===== src/rtl/kernel_shell_pkg.sv =====
// Shared definitions for the kernel_shell host-memory shell: FSM state
// encoding, error-bit positions and the default kernel watchdog limit.
package kernel_shell_pkg;

  typedef enum logic [2:0] {
    ST_IDLE,
    ST_WAIT_READ,
    ST_RUN,
    ST_WAIT_WRITE,
    ST_FINISH
  } state_e;

  // Positions inside the 2-bit err output.
  localparam int ERR_CLAMP   = 0;
  localparam int ERR_TIMEOUT = 1;

  localparam int TIMEOUT_CYC_DEFAULT = 65535;

endpackage


===== src/rtl/shell_dpram.sv =====
// Local DEPTH x DATA_WID true dual-port buffer shared by the shell FSM and
// the kernel. Both ports read and write; reads are registered (1 cycle),
// a read of an address written in the same cycle returns the old data, and
// on a same-address double write port 1 wins. Memory contents are never
// reset; only the read registers are, so q0/q1 drop to 0 with reset.
module shell_dpram #(
  parameter int DATA_WID = 32,
  parameter int ADDR_WID = 5
) (
  input  logic                clk,
  input  logic                rst_n,
  input  logic                ce0,
  input  logic                we0,
  input  logic [ADDR_WID-1:0] addr0,
  input  logic [DATA_WID-1:0] d0,
  output logic [DATA_WID-1:0] q0,
  input  logic                ce1,
  input  logic                we1,
  input  logic [ADDR_WID-1:0] addr1,
  input  logic [DATA_WID-1:0] d1,
  output logic [DATA_WID-1:0] q1
);

  localparam int DEPTH = 2 ** ADDR_WID;

  logic [DATA_WID-1:0] mem [DEPTH];
  logic [DATA_WID-1:0] q0_q, q1_q;

  // Array writes; port 1 is assigned last so it wins an address collision.
  always_ff @(posedge clk) begin
    if (ce0 && we0) mem[addr0] <= d0;
    if (ce1 && we1) mem[addr1] <= d1;
  end

  // Registered reads; each output holds while its port is not reading.
  always_ff @(posedge clk or negedge rst_n) begin
    if (!rst_n) begin
      q0_q <= '0;
      q1_q <= '0;
    end else begin
      if (ce0 && !we0) q0_q <= mem[addr0];
      if (ce1 && !we1) q1_q <= mem[addr1];
    end
  end

  assign q0 = q0_q;
  assign q1 = q1_q;

endmodule


===== src/rtl/kernel_shell.sv =====
// kernel_shell: host-memory shell around an HLS kernel. A start pulse
// burst-reads num_read words into the local buffer, launches the kernel with
// the buffer on two memory ports, latches its return value on kernel_done,
// bursts num_write words back and pulses done. Counts clamp to the buffer
// depth (err[0]).
// Optional feature: define KERNEL_TIMEOUT_EN to build a RUN-state watchdog
// that aborts after TIMEOUT_CYC cycles with err[1] and an all-ones result.
module kernel_shell
  import kernel_shell_pkg::*;
#(
  parameter int DATA_WID    = 32,
  parameter int ADDR_WID    = 5,
  parameter int TIMEOUT_CYC = TIMEOUT_CYC_DEFAULT
) (
  input  logic                clk,
  input  logic                reset,
  input  logic                start,
  input  logic [63:0]         read_base,
  input  logic [63:0]         write_base,
  input  logic [63:0]         num_read,
  input  logic [63:0]         num_write,
  input  logic [63:0]         stride,
  input  logic                read_ready,
  input  logic [DATA_WID-1:0] read_data,
  input  logic                write_ready,
  output logic                read_enable,
  output logic                write_enable,
  output logic                finish_read,
  output logic                finish_write,
  output logic [63:0]         read_addr,
  output logic [63:0]         write_addr,
  output logic [63:0]         read_size_output,
  output logic [63:0]         write_size,
  output logic [DATA_WID-1:0] write_data,
  output logic                kernel_start,
  input  logic                kernel_done,
  input  logic [DATA_WID-1:0] kernel_ret,
  input  logic                ce0,
  input  logic                we0,
  input  logic                ce1,
  input  logic                we1,
  input  logic [ADDR_WID-1:0] addr0,
  input  logic [ADDR_WID-1:0] addr1,
  input  logic [DATA_WID-1:0] d0,
  input  logic [DATA_WID-1:0] d1,
  output logic [DATA_WID-1:0] q0,
  output logic [DATA_WID-1:0] q1,
  output logic [DATA_WID-1:0] returnvalue,
  output logic                busy,
  output logic                done,
  output logic [1:0]          err
);

  // Counters carry one extra bit so a full-depth count is representable.
  localparam logic [ADDR_WID:0] CNT_DEPTH = {1'b1, {ADDR_WID{1'b0}}};
  localparam logic [ADDR_WID:0] CNT_ONE   = {{ADDR_WID{1'b0}}, 1'b1};
  localparam logic [63:0]       DEPTH64   = 64'(CNT_DEPTH);

  state_e              state_q, state_d;
  logic [ADDR_WID:0]   nr_q, nr_d, nw_q, nw_d;
  logic [ADDR_WID:0]   rcnt_q, rcnt_d, wcnt_q, wcnt_d;
  logic [63:0]         stride_q, stride_d;
  logic [63:0]         rd_addr_q, rd_addr_d, wr_addr_q, wr_addr_d;
  logic                rd_en_q, rd_en_d, wr_en_q, wr_en_d;
  logic                fin_rd_q, fin_rd_d, fin_wr_q, fin_wr_d;
  logic                kstart_q, kstart_d, done_q, done_d;
  logic [DATA_WID-1:0] ret_q, ret_d;
  logic [1:0]          err_q, err_d;

  logic [ADDR_WID:0]   nr_clamp, nw_clamp;
  logic                over_cnt;
  logic [ADDR_WID:0]   rcnt_nx, wcnt_nx;
  logic                run_end;

  // Buffer port muxing between the FSM and the kernel.
  logic                m_ce0, m_we0, m_ce1, m_we1;
  logic [ADDR_WID-1:0] m_addr0, m_addr1;
  logic [DATA_WID-1:0] m_d0, m_d1, m_q0, m_q1;

`ifdef KERNEL_TIMEOUT_EN
  localparam logic [31:0] TMO_LAST = 32'(TIMEOUT_CYC - 1);
  logic [31:0] tmo_q, tmo_d;
`else
  logic unused_timeout_cyc;
  assign unused_timeout_cyc = (TIMEOUT_CYC != 0);
`endif

  assign nr_clamp = (num_read  > DEPTH64) ? CNT_DEPTH : num_read[ADDR_WID:0];
  assign nw_clamp = (num_write > DEPTH64) ? CNT_DEPTH : num_write[ADDR_WID:0];
  assign over_cnt = (num_read > DEPTH64) || (num_write > DEPTH64);
  assign rcnt_nx  = rcnt_q + CNT_ONE;
  assign wcnt_nx  = wcnt_q + CNT_ONE;

  shell_dpram #(
    .DATA_WID (DATA_WID),
    .ADDR_WID (ADDR_WID)
  ) u_buf (
    .clk   (clk),
    .rst_n (reset),
    .ce0   (m_ce0),
    .we0   (m_we0),
    .addr0 (m_addr0),
    .d0    (m_d0),
    .q0    (m_q0),
    .ce1   (m_ce1),
    .we1   (m_we1),
    .addr1 (m_addr1),
    .d1    (m_d1),
    .q1    (m_q1)
  );

  // Next-state, burst bookkeeping and buffer-port arbitration.
  always_comb begin
    state_d   = state_q;
    nr_d      = nr_q;
    nw_d      = nw_q;
    rcnt_d    = rcnt_q;
    wcnt_d    = wcnt_q;
    stride_d  = stride_q;
    rd_addr_d = rd_addr_q;
    wr_addr_d = wr_addr_q;
    rd_en_d   = rd_en_q;
    wr_en_d   = wr_en_q;
    fin_rd_d  = 1'b0;
    fin_wr_d  = 1'b0;
    kstart_d  = 1'b0;
    done_d    = 1'b0;
    ret_d     = ret_q;
    err_d     = err_q;
    run_end   = 1'b0;
    m_ce0     = 1'b0;
    m_we0     = 1'b0;
    m_addr0   = '0;
    m_d0      = '0;
    m_ce1     = 1'b0;
    m_we1     = 1'b0;
    m_addr1   = '0;
    m_d1      = '0;
`ifdef KERNEL_TIMEOUT_EN
    tmo_d     = '0;
`endif

    case (state_q)
      ST_IDLE: begin
        if (start) begin
          nr_d            = nr_clamp;
          nw_d            = nw_clamp;
          stride_d        = stride;
          rcnt_d          = '0;
          wcnt_d          = '0;
          err_d           = '0;
          err_d[ERR_CLAMP] = over_cnt;
          if (nr_clamp == '0) begin
            kstart_d = 1'b1;
            state_d  = ST_RUN;
          end else begin
            rd_en_d   = 1'b1;
            rd_addr_d = read_base;
            state_d   = ST_WAIT_READ;
          end
        end
      end

      ST_WAIT_READ: begin
        if (read_ready) begin
          m_ce0   = 1'b1;
          m_we0   = 1'b1;
          m_addr0 = rcnt_q[ADDR_WID-1:0];
          m_d0    = read_data;
          if (rcnt_nx == nr_q) begin
            rd_en_d  = 1'b0;
            kstart_d = 1'b1;
            state_d  = ST_RUN;
          end else begin
            rcnt_d    = rcnt_nx;
            rd_addr_d = rd_addr_q + stride_q;
            fin_rd_d  = 1'b1;
          end
        end
      end

      ST_RUN: begin
        m_ce0   = ce0;
        m_we0   = we0;
        m_addr0 = addr0;
        m_d0    = d0;
        m_ce1   = ce1;
        m_we1   = we1;
        m_addr1 = addr1;
        m_d1    = d1;
        if (kernel_done) begin
          run_end = 1'b1;
          ret_d   = kernel_ret;
        end
`ifdef KERNEL_TIMEOUT_EN
        tmo_d = tmo_q + 32'd1;
        if (!kernel_done && (tmo_q == TMO_LAST)) begin
          run_end            = 1'b1;
          ret_d              = '1;
          err_d[ERR_TIMEOUT] = 1'b1;
        end
`endif
        if (run_end) begin
          if (nw_q == '0) begin
            state_d = ST_FINISH;
          end else begin
            // Steal port 0 on the hand-back cycle to prefetch buf[0].
            m_ce0     = 1'b1;
            m_we0     = 1'b0;
            m_addr0   = '0;
            wr_en_d   = 1'b1;
            wr_addr_d = write_base;
            wcnt_d    = '0;
            state_d   = ST_WAIT_WRITE;
          end
        end
      end

      ST_WAIT_WRITE: begin
        if (write_ready) begin
          if (wcnt_nx == nw_q) begin
            wr_en_d = 1'b0;
            state_d = ST_FINISH;
          end else begin
            // Prefetch the next word so it is on write_data next cycle.
            m_ce0     = 1'b1;
            m_we0     = 1'b0;
            m_addr0   = wcnt_nx[ADDR_WID-1:0];
            wcnt_d    = wcnt_nx;
            wr_addr_d = wr_addr_q + stride_q;
            fin_wr_d  = 1'b1;
          end
        end
      end

      ST_FINISH: begin
        done_d  = 1'b1;
        state_d = ST_IDLE;
      end

      default: state_d = ST_IDLE;
    endcase
  end

  // State and output registers; reset forces every output low at once.
  always_ff @(posedge clk or negedge reset) begin
    if (!reset) begin
      state_q   <= ST_IDLE;
      nr_q      <= '0;
      nw_q      <= '0;
      rcnt_q    <= '0;
      wcnt_q    <= '0;
      stride_q  <= '0;
      rd_addr_q <= '0;
      wr_addr_q <= '0;
      rd_en_q   <= 1'b0;
      wr_en_q   <= 1'b0;
      fin_rd_q  <= 1'b0;
      fin_wr_q  <= 1'b0;
      kstart_q  <= 1'b0;
      done_q    <= 1'b0;
      ret_q     <= '0;
      err_q     <= '0;
`ifdef KERNEL_TIMEOUT_EN
      tmo_q     <= '0;
`endif
    end else begin
      state_q   <= state_d;
      nr_q      <= nr_d;
      nw_q      <= nw_d;
      rcnt_q    <= rcnt_d;
      wcnt_q    <= wcnt_d;
      stride_q  <= stride_d;
      rd_addr_q <= rd_addr_d;
      wr_addr_q <= wr_addr_d;
      rd_en_q   <= rd_en_d;
      wr_en_q   <= wr_en_d;
      fin_rd_q  <= fin_rd_d;
      fin_wr_q  <= fin_wr_d;
      kstart_q  <= kstart_d;
      done_q    <= done_d;
      ret_q     <= ret_d;
      err_q     <= err_d;
`ifdef KERNEL_TIMEOUT_EN
      tmo_q     <= tmo_d;
`endif
    end
  end

  assign read_enable      = rd_en_q;
  assign write_enable     = wr_en_q;
  assign finish_read      = fin_rd_q;
  assign finish_write     = fin_wr_q;
  assign read_addr        = rd_addr_q;
  assign write_addr       = wr_addr_q;
  assign read_size_output = rd_en_q ? stride_q : '0;
  assign write_size       = wr_en_q ? stride_q : '0;
  assign write_data       = wr_en_q ? m_q0 : '0;
  assign kernel_start     = kstart_q;
  assign q0               = m_q0;
  assign q1               = m_q1;
  assign returnvalue      = ret_q;
  assign busy             = (state_q != ST_IDLE);
  assign done             = done_q;
  assign err              = err_q;

endmodule


===== config.mk =====
export PLATFORM = sky130hd
export DESIGN_NAME = kernel_shell
export DESIGN_NICKNAME = d
export VERILOG_FILES = /design/src/rtl/kernel_shell_pkg.sv /design/src/rtl/shell_dpram.sv /design/src/rtl/kernel_shell.sv
export SDC_FILE = /design/constraint.sdc
export NUM_CORES = 2
export LEC_CHECK = 0
export ABC_AREA = 1
export BUFFER_PORTS_ARGS = -buffer_cell sky130_fd_sc_hd__buf_2
export CAP_MARGIN = 20
export CORE_MARGIN = 2
export CORE_UTILIZATION = 35
export CTS_BUF_LIST = sky130_fd_sc_hd__clkbuf_4 sky130_fd_sc_hd__clkbuf_8
export CTS_CLUSTER_SIZE = 28
export DETAILED_ROUTE_END_ITERATION = 7
export PLACE_DENSITY = 0.48
export SETUP_SLACK_MARGIN = 0.3
export SKIP_CTS_REPAIR_TIMING = 1
export SLEW_MARGIN = 25
export SYNTH_ARGS = -nofsm -noshare
export SYNTH_HDL_FRONTEND = slang
export SYNTH_HIERARCHICAL = 1
export SYNTH_SLANG_ARGS = --single-unit
export TNS_END_PERCENT = 5

===== constraint.sdc =====
create_clock -name clk -period 17.4 [get_ports clk]
set_clock_uncertainty 0.2 [all_clocks]
set_input_delay 0.87 -clock clk [delete_from_list [all_inputs] [get_ports clk]]
set_output_delay 0.87 -clock clk [all_outputs]
set_load 0.02 [all_outputs]

==> impl_metrics.tcl <==
set metrics [dict create \
    viasPerCell 5.149 \
    die_area_sq_mm 0.2712 \
    gp_congestion 0.9742 \
    numCtsBuffers 278 \
    comb_power_share 0.544 \
    cts_tree "done" \
    r2r-start "state_q[1]$_DFFE_PN0P_" \
    routed-via-count 96878 \
    pwr-share-clk 0.191 \
    syn-cell-area_sq_mm 0.09347 \
    nets 15644 \
    port_buffers 859 \
    cts.path.max_buffers 4 \
    numClockSinks 1346 \
    cts-root-buf "clkbuf_8" \
    ys_types 46 \
    finalCritPeriodShare 0.3794 \
    hold_viol 0 \
    min_from "num_read[2]" \
    startpoint_type "flop" \
    hpwlAfterDp_mm 302.9 \
    r2r-end "u_buf/mem[26][3]$_DFFE_PP_" \
    insertion_delay_ns 1.00 \
    grt_antenna_before_repair 40 \
    reg2reg_slack_ns 10.80 \
    syn_to_final_growth_pct 14.81 \
    end_kind "flop" \
    die_h_microns 520.8 \
    worstMarginPinSlew_ns 1.216 \
    tns_ns 0 \
    peakVddDrop_mv 0.1259 \
    yosysWarnings 6 \
    r2r_cells 11 \
    hold_depth 3 \
    setup.worst_path.class "flop to flop" \
    cp.required_ns 17.76 \
    drv_slew 0 \
    synth_top_area_share 0.3290 \
    synth_edf_count 1024 \
    grt_pass1_wl_mm 654.6 \
    slew-limit-headroom 0.1891 \
    avgSynthCellArea_sq_um 6.431 \
    ioPinCount 861 \
    p_seq_frac 0.265 \
    drtAntennaViolNets 0 \
    internal_power_w 0.008797 \
    synth_area_leader_cell "edfxtp_1" \
    fmax_ghz 0.1515 \
    synthArstFlopShare 0.2392 \
    grt-ovfl-total 0 \
    grt_max_degree 183 \
    syn_inst 14536 \
    clk_pin_slew_ns 0.06 \
    period_minus_slack_ns 6.601 \
    yosysSeqAreaShare 0.4152 \
    drt_iter0_drc 10777 \
    min_path_type "primary input to flop" \
    first_pass_iters 6 \
    cp.arrival_ns 6.96 \
    layout-drive-gt1-share 0.1168 \
    status "finished clean" \
    grt_pass1_vias 88945 \
    cap_violations 0 \
    synth_flop_cell "edfxtp_1" \
    setup_viol 0 \
    yosysMostFrequentCell "nand2_1" \
    ys_ff_latch 1346 \
    synth.top_cells.by_count "nand2_1, inv_1, o21ai_0" \
    fp.dieW_microns 520.8 \
    switchingPower_w 0.009514 \
    std_cell_rows 189 \
    holdPathEnd "nr_q[2]$_DFFE_PN0P_" \
    drt-total-wl_mm 466.0 \
    htree_levels 5 \
    synth_area_leaders "edfxtp_1, nand2_1, dfrtp_1" \
    route.detailed.drc 0 \
    start_util 0.3523 \
    netSwitchingFraction 0.5196 \
    rsz0062_at_grt "false" \
    cp_max_fo 95 \
    track_usage 0.3328 \
    p_leak_nw 53.99 \
    powerDensity_mw_per_mm2 170.6 \
    routedWlPerCell_microns 24.76 \
    power_w 0.01831 \
    syn-num-nets 15134 \
    core_area_sq_mm 0.2653 \
]
power groups by stage:
stage	clock (W)	combinational, W	sequential [W]
final	0.00349	0.00996	0.00485
after global routing	0.00369	0.0110	0.00485
after CTS	0.00356	0.00982	0.00482
after detailed placement	0	0.00979	0.00488
after global placement	0	0.00979	0.00488
after floorplan	0	0.00613	0.00472
area by class of cell:
type	instances	area (sq um)
clock inverters	94	606.8
flip-flops and latches	1346	38810
repair buffers	1143	6867
diodes	23	57.56
well taps	3533	4420
clock buffers	400	4923
inverters	1314	4964
fillers	28612	158000
multi-input cells	10963	46670
cell families after synthesis:
family,count (synthesis),synth area share
and+or+nand+nor,9227,0.3816
buffers and inverters,2227,0.09395
AOI/OAI and AO/OA,1534,0.08422
DFF,1346,0.4152
adders and majority gates,130,0.01756
xor gates and xnor gates,39,0.003654
muxes,32,0.003855
other,1,0.00004012
critical path: stages (launching register included):
cell	delay, ns
dfrtp_1	0.45
inv_1	0.08
nor2_1	0.09
nand2_4	0.12
buf_4	0.61
nor2_4	0.12
inv_8	0.54
nand2_2	0.62
nor2_2	1.01
nand2_4	0.67
o21ai_4	0.69
buf_4	0.59
cell usage in the layout, fill, tap and decap left out, types with 121 or more instances in the layout:
cell type	n
buf_2	858
or2_2	121
o21ai_0	1228
nand2_1	7916
edfxtp_1	1024
nor2_1	702
dfrtp_1	320
buf_4	172
clkbuf_8	307
inv_1	1279
nand3_1	349
ha_1	128
worst max path at each step:
stage	start	end	slack [ns]	cells after the start
2_1_floorplan	wcnt_q[0]$_DFFE_PN0P_	u_buf/mem[20][0]$_DFFE_PP_	11.95	18
3_3_place_gp	state_q[1]$_DFFE_PN0P_	u_buf/mem[25][14]$_DFFE_PP_	11.07	13
3_5_place_dp	state_q[1]$_DFFE_PN0P_	u_buf/mem[13][9]$_DFFE_PP_	10.97	13
4_1_cts	state_q[0]$_DFFE_PN0P_	u_buf/mem[22][7]$_DFFE_PP_	10.96	14
5_1_grt	state_q[0]$_DFFE_PN0P_	u_buf/mem[22][13]$_DFFE_PP_	10.69	14
6_report	state_q[1]$_DFFE_PN0P_	u_buf/mem[26][3]$_DFFE_PP_	10.80	11
through the flow:
stage          area, sq um    util  hold slack (ns)  worst slack [ns]  cells
6_report            107300  0.4045         0.005782             10.80  18816
3_5_place_dp        100700  0.3794           0.2903             10.97  18198
5_1_grt             107300  0.4043        0.0006982             10.69  18796
4_1_cts             106200  0.4003          -0.4512             10.96  18692
2_1_floorplan        93470       -           0.2636             11.95  14536
3_3_place_gp        100500  0.3790           0.2830             11.07  18193
metal layers:
metal  wire (microns)  share of wire  up-vias  GRT usage
met4            21030          0.045       32     0.1349
met3            43010          0.092      843    0.06936
li1                 -              -    46104          -
met1           196100           0.42    45084     0.4464
met5              211        0.00045        -          0
met2           205600           0.44     4815     0.5215
registers in the layout (all words and copies together), names as in the netlist, 3 cells and up:
register,count
wcnt_q,6
nr_q,6
u_buf/q1,32
rcnt_q,6
stride_q,64
u_buf/q0,32
returnvalue,32
state_q,3
write_addr,64
u_buf/mem,1024
nw_q,6
read_addr,64
(Power assumes the default switching activity.)
